### config.mk
export PLATFORM = sky130hd
export DESIGN_NAME = vote_session_ctrl
export DESIGN_NICKNAME = d
export VERILOG_FILES = /design/src/rtl/vote_pkg.sv /design/src/rtl/vote_popcount.sv /design/src/rtl/vote_session_ctrl.sv
export SDC_FILE = /design/constraint.sdc
export NUM_CORES = 1
export LEC_CHECK = 0
export ABC_AREA = 0
export CORE_MARGIN = 1
export CORE_UTILIZATION = 61
export DETAILED_ROUTE_END_ITERATION = 8
export DONT_BUFFER_PORTS = 1
export GPL_TIMING_DRIVEN = 0
export PLACE_DENSITY = 0.87
export SLEW_MARGIN = 30
export SYNTH_ARGS = -nofsm -noshare
export SYNTH_HDL_FRONTEND = slang
export SYNTH_SLANG_ARGS = --single-unit
### constraint.sdc
create_clock -name CLK -period 3.9 [get_ports CLK]
set_clock_uncertainty 0.1 [all_clocks]
set_input_delay 0.195 -clock CLK [delete_from_list [all_inputs] [get_ports CLK]]
set_output_delay 0.195 -clock CLK [all_outputs]
set_load 0.005 [all_outputs]
### src/rtl/vote_pkg.sv
// ----------------------------------------------------------------------------
// vote_pkg
// Shared encodings for the voting-session controller: decision-rule codes
// carried on MODE and the session FSM states.
// ----------------------------------------------------------------------------
package vote_pkg;

   // Decision rule applied in TALLY, latched from MODE on an accepted START.
   typedef enum logic [1:0] {
      MODE_ABS  = 2'b00,   // absolute majority of all N voters
      MODE_REL  = 2'b01,   // more yes than no among votes cast
      MODE_UNAN = 2'b10,   // every one of the N voters said yes
      MODE_THR  = 2'b11    // yes count reaches THRESH
   } mode_e;

   // Session phases.
   typedef enum logic [1:0] {
      IDLE   = 2'b00,
      OPEN   = 2'b01,
      TALLY  = 2'b10,
      RESULT = 2'b11
   } state_e;

endpackage : vote_pkg

### src/rtl/vote_popcount.sv
// ----------------------------------------------------------------------------
// vote_popcount
// Combinational population count of an N-bit vector.
//
// Ports:
//   bits   in  N   vector to count
//   count  out CW  number of set bits, CW = $clog2(N+1)
// ----------------------------------------------------------------------------
module vote_popcount #(
   parameter  int N  = 5,
   localparam int CW = $clog2(N + 1)
) (
   input  logic [N-1:0]  bits,
   output logic [CW-1:0] count
);

   always_comb begin
      count = '0;
      for (int i = 0; i < N; i++) begin
         count = count + CW'(bits[i]);
      end
   end

endmodule : vote_popcount

### src/rtl/vote_session_ctrl.sv
// ----------------------------------------------------------------------------
// vote_session_ctrl
// Runs one voting session: opens a bounded window, latches each voter's
// first vote, tallies yes/no counts and applies the selected decision rule.
//
// Ports:
//   CLK        in  1   system clock, rising edge
//   RST        in  1   synchronous active-high reset
//   START      in  1   open a session (accepted in IDLE and RESULT)
//   ABORT      in  1   cancel the session (honoured in OPEN and TALLY)
//   MODE       in  2   decision rule, latched on the accepted START
//   VOTE_EN    in  N   per-voter vote strobe
//   VOTE_VAL   in  N   per-voter value, 1 = yes
//   BUSY       out 1   high in OPEN and TALLY
//   DONE       out 1   one-cycle pulse on the first RESULT cycle
//   PASS       out 1   decision, held through RESULT
//   YES_CNT    out CW  latched yes votes
//   NO_CNT     out CW  latched no votes
//   VOTED      out N   voters who have voted this session
//   TIME_LEFT  out TW  remaining window cycles
// ----------------------------------------------------------------------------
module vote_session_ctrl
   import vote_pkg::*;
#(
   parameter  int N      = 5,
   parameter  int WINDOW = 16,
   parameter  int THRESH = 3,
   localparam int CW     = $clog2(N + 1),
   localparam int TW     = $clog2(WINDOW + 1)
) (
   input  logic          CLK,
   input  logic          RST,
   input  logic          START,
   input  logic          ABORT,
   input  logic [1:0]    MODE,
   input  logic [N-1:0]  VOTE_EN,
   input  logic [N-1:0]  VOTE_VAL,
   output logic          BUSY,
   output logic          DONE,
   output logic          PASS,
   output logic [CW-1:0] YES_CNT,
   output logic [CW-1:0] NO_CNT,
   output logic [N-1:0]  VOTED,
   output logic [TW-1:0] TIME_LEFT
);

   state_e        state, state_next;
   mode_e         mode_r;
   logic [N-1:0]  voted, yes_mask;
   logic [CW-1:0] yes_cnt, no_cnt;
   logic [TW-1:0] time_left;
   logic          pass, done;

   // Control strobes from the FSM to the datapath.
   logic start_sess, abort_sess, take_votes, do_tally;

   // Vote acceptance: only a voter's first strobe in the session is kept.
   logic [N-1:0]  new_votes, voted_upd, yes_upd;
   logic          all_voted;

   assign new_votes = VOTE_EN & ~voted;
   assign voted_upd = voted | VOTE_EN;
   assign yes_upd   = yes_mask | (VOTE_VAL & new_votes);
   assign all_voted = &voted_upd;

   // Tally inputs; yes_mask is cleared per session, so masking with voted
   // only documents that non-voters count as neither yes nor no.
   logic [N-1:0]  yes_bits, no_bits;
   logic [CW-1:0] yes_c, no_c;
   logic          pass_c;

   assign yes_bits = yes_mask & voted;
   assign no_bits  = ~yes_mask & voted;

   vote_popcount #(.N(N)) u_yes_count (
      .bits  (yes_bits),
      .count (yes_c)
   );

   vote_popcount #(.N(N)) u_no_count (
      .bits  (no_bits),
      .count (no_c)
   );

   // Absolute and unanimous rules compare against N, not votes cast.
   // The doubled yes count is one bit wider so it cannot overflow.
   always_comb begin
      pass_c = 1'b0;
      case (mode_r)
         MODE_ABS:  pass_c = {yes_c, 1'b0} > (CW + 1)'(N);
         MODE_REL:  pass_c = yes_c > no_c;
         MODE_UNAN: pass_c = yes_c == CW'(N);
         MODE_THR:  pass_c = yes_c >= CW'(THRESH);
         default:   pass_c = 1'b0;
      endcase
   end

   // ---------------------------------------------------------------------
   // FSM state register
   // ---------------------------------------------------------------------
   // NOTE: sequential state uses non-blocking assignments so every flop
   // samples pre-edge values regardless of block ordering.
   always_ff @(posedge CLK) begin
      if (RST) state <= IDLE;
      else     state <= state_next;
   end

   // ---------------------------------------------------------------------
   // FSM next-state and control decode
   // ---------------------------------------------------------------------
   // NOTE: every output of this block gets a default first so no path
   // leaves a signal unassigned and infers a latch.
   always_comb begin
      state_next = state;
      start_sess = 1'b0;
      abort_sess = 1'b0;
      take_votes = 1'b0;
      do_tally   = 1'b0;
      case (state)
         IDLE, RESULT: begin
            // ABORT is meaningless here, so START always wins.
            if (START) begin
               start_sess = 1'b1;
               state_next = OPEN;
            end
         end
         OPEN: begin
            if (ABORT) begin
               abort_sess = 1'b1;
               state_next = IDLE;
            end else begin
               // Votes on the final window cycle are still taken.
               take_votes = 1'b1;
               if (time_left == TW'(1) || all_voted) state_next = TALLY;
            end
         end
         TALLY: begin
            if (ABORT) begin
               abort_sess = 1'b1;
               state_next = IDLE;
            end else begin
               do_tally   = 1'b1;
               state_next = RESULT;
            end
         end
         default: state_next = IDLE;
      endcase
   end

   // ---------------------------------------------------------------------
   // Datapath: vote latches, window timer, result registers
   // ---------------------------------------------------------------------
   always_ff @(posedge CLK) begin
      if (RST) begin
         mode_r    <= MODE_ABS;
         voted     <= '0;
         yes_mask  <= '0;
         yes_cnt   <= '0;
         no_cnt    <= '0;
         pass      <= 1'b0;
         done      <= 1'b0;
         time_left <= '0;
      end else begin
         done <= 1'b0;
         if (start_sess) begin
            mode_r    <= mode_e'(MODE);
            voted     <= '0;
            yes_mask  <= '0;
            yes_cnt   <= '0;
            no_cnt    <= '0;
            pass      <= 1'b0;
            time_left <= TW'(WINDOW);
         end else if (abort_sess) begin
            voted     <= '0;
            yes_mask  <= '0;
            yes_cnt   <= '0;
            no_cnt    <= '0;
            pass      <= 1'b0;
            time_left <= '0;
         end else if (take_votes) begin
            voted     <= voted_upd;
            yes_mask  <= yes_upd;
            time_left <= time_left - TW'(1);
         end else if (do_tally) begin
            yes_cnt <= yes_c;
            no_cnt  <= no_c;
            pass    <= pass_c;
            done    <= 1'b1;
         end
      end
   end

   assign BUSY      = (state == OPEN) || (state == TALLY);
   assign DONE      = done;
   assign PASS      = pass;
   assign YES_CNT   = yes_cnt;
   assign NO_CNT    = no_cnt;
   assign VOTED     = voted;
   assign TIME_LEFT = time_left;

endmodule : vote_session_ctrl

==> summary.md <==
| Metric | Value |
|---|---|
| Pwr Density | 357 mW/mm2 |
| Seq/Total Area, Yosys | 38.1% |
| Largest net degree at the start of global routing | 15 |
| Clock slew seen by the registers of the worst setup and hold paths | 0.16 ns |
| Final Max Slew Viols | 0 |
| Post-route setup TNS | 0 ns |
| Die area | 0.00252 mm2 |
| Library cells used by synthesis | 36 |
| Leakage | 0.629 nW |
| Non-Filler Instances | 206 |
| Yosys warning count | 0 |
| Arrival time worst endpoint | 3.43 ns |
| Synthesis-stage register bit count | 27 |
| CTS tree | built |
| Crit Path Class | reg2reg |
| # H-tree levels | 1 |
| Tot GR Track Use | 30.7% |
| DR vias/cell | 5.88 |
| Layout cells sized above 1 | 7.30% |
| Reg-to-reg critical path startpoint | VOTED[0]$_SDFFE_PP0P_ |
| Iter 0 DRT Violations | 26 |
| Average cell area after synthesis | 8.98 um2 |
| Final setup fails | 0 |
| Die height | 50.2 um |
| Dpl cells | 186 |
| Die Width | 50.2 um |
| Critical path launch point | VOTED[0]$_SDFFE_PP0P_ |
| Crit path max fanout | 5 |
| Unrepaired setup endpoints after global routing | false |
| Hold Vio Cnt, Final | 0 |
| First-pass GRT wire length | 5600 um |
| Detail Placement HPWL | 2310 um |
| Status | complete, no violations |
| DRC | 0 |
| Antenna viol nets, final | 0 |
| Top_reg_cell synth | dfxtp_1 |
| Async set-reset flop share out of synthesis | 0% |
| Sink Count | 27 |
| Max Clk Rate | 305 MHz |
| Commonest non-fill, non-tap cell in the layout | nor2_1 |
| Starting Density | 64.1% |
| Final critical-path required period | 3.28 ns |
| Total wire length | 3490 um |
| Row cnt | 17 |
| DR vias | 1211 |
| Vias in the first global route | 1299 |
| Layout area overhead | 15.6% |
| Crit end category | register |
| Most frequent cells in the layout | nor2_1, dfxtp_1, inv_1 |
| Mapped Area | 0.00142 mm2 |
| Crit start category | register |
| Drt pass-1 iters | 4 |
| IO Pins | 35 |
| CORE AREA | 0.00221 mm2 |
| Antenna violations before repair | 0 |
| Clk Latency, worst-skew pair | 0.35 ns |
| CTS buffer count | 3 |
| Fin nets | 209 |
| Worst slew margin | 70.8% |
| Data required time of the worst path | 4.05 ns |
| EDFF count, synth | 0 |
| Max Cap Viol | 0 |
| Port bufs | 0 |
| Post-Synthesis Cells | 158 |
| Root buffer cell | clkbuf_4 |
| Final Cycle Share | 84.1% |
| Worst hold path class | in2reg |
| RePlAce Congestion | 0.869 |
| Antenna fix cells | 0 |
| Drt wl/cell | 16.9 um |
| Hold_sp | RST |
| Slew @ Worst Pin | 0.438 ns |
| Clk buf depth | 2 |
| Gr ovfl total | 0 |
| Maximum vdd drop | 293 uV |
| Syn Nets | 188 |
-- through the flow --
| step | utilization, % | hold slack [ns] | instance area [um2] | setup WS [ns] | power (mW) |
|---|---|---|---|---|---|
| floorplan | - | 0.236 | 1420 | 0.847 | 0.412 |
| global placement | 65.7 | 0.237 | 1450 | 0.751 | 0.430 |
| detailed placement | 65.7 | 0.245 | 1450 | 0.653 | 0.441 |
| CTS | 73.7 | 0.0102 | 1630 | 0.624 | 0.577 |
| global route | 74.2 | 0.0127 | 1640 | 0.549 | 0.612 |
| finish | 74.2 | 0.0304 | 1640 | 0.619 | 0.586 |
-- power by group --
part	switching (mW)	leakage (nW)	total (mW)	internal, mW
combinational	0.0813	0.395	0.147	0.0655
sequential	0.0182	0.219	0.309	0.291
clock	0.0898	0.0150	0.130	0.0404
-- registers in the layout, summed over array words and instances (netlist names) --
signal / count
PASS: 1
mode_r: 2
yes_mask: 5
DONE: 1
NO_CNT: 3
YES_CNT: 3
VOTED: 5
state: 2
TIME_LEFT: 5
-- cell families (layout without fill, tap and decap cells) --
logic type                 count (synthesis)  count (layout)  share of synthesized area [%]
muxes                                      4               4                           2.82
adders and majority gates                 15              15                           15.2
buffers and inverters                     24              44                           7.41
and+or+nand+nor                           56              56                           18.7
DFF                                       27              27                           38.1
xor gates and xnor gates                   4               4                           2.47
AOI/OAI and AO/OA                         28              28                           15.3
-- final cells by class --
| class | count | area [um2] |
|---|---|---|
| tap | 28 | 35.0 |
| buffer | 5 | 33.8 |
| clock buffer | 4 | 26.3 |
| sequential | 27 | 541 |
| fill | 146 | 572 |
| inverter | 19 | 71.3 |
| timing repair buffer | 16 | 160 |
| multi-input combinational | 107 | 773 |
-- cell usage after synthesis (3+ instances only) --
| cell type | instances | area (um2) |
|---|---|---|
| a211oi_1 | 3 | 22.5 |
| nor3_1 | 3 | 15.0 |
| buf_2 | 3 | 15.0 |
| a21oi_1 | 8 | 40.0 |
| dfxtp_1 | 27 | 541 |
| ha_1 | 10 | 125 |
| nor2_1 | 30 | 113 |
| fa_1 | 4 | 80.1 |
| a41oi_1 | 5 | 43.8 |
| nand3_1 | 3 | 15.0 |
| inv_1 | 19 | 71.3 |
| nand2_1 | 8 | 30.0 |
| o22ai_1 | 3 | 18.8 |
| mux2i_1 | 4 | 40.0 |
| and2_1 | 3 | 18.8 |
-- path summary, 6_finish.rpt --
path         slack, ns                     end  depth (start not counted)
max reg2reg       0.62       PASS$_SDFFE_PP0P_                         10
min reg2reg       0.40  mode_r[0]$_SDFFE_PP0P_                          2
max               0.62       PASS$_SDFFE_PP0P_                         10
min               0.03  mode_r[1]$_SDFFE_PP0P_                          2
-- per-layer routing --
metal / routed length, um / share of wire, % / track usage (%)
met5: 0 / 0 / 0
met4: 114 / 3.3 / 19.0
met3: 213 / 6.1 / 6.36
met2: 1850 / 53 / 55.8
met1: 1310 / 38 / 31.7
-- timing repair --
action,in CTS,in global routing
hold buffers,15,1
setup buffers,0,0
resized for setup,0,0
hold endpoints to repair,13,1
-- worst max-delay path, stage by stage (launching register included) --
cell and delay [ns]:
dfxtp_1 0.39, and2_1 0.18, ha_1 0.27, inv_1 0.05, fa_1 0.54, inv_1 0.04, ha_1 0.20, fa_1 0.53
maj3_1 0.39, a221o_1 0.31, a31o_1 0.17
(Power assumes the default switching activity.)
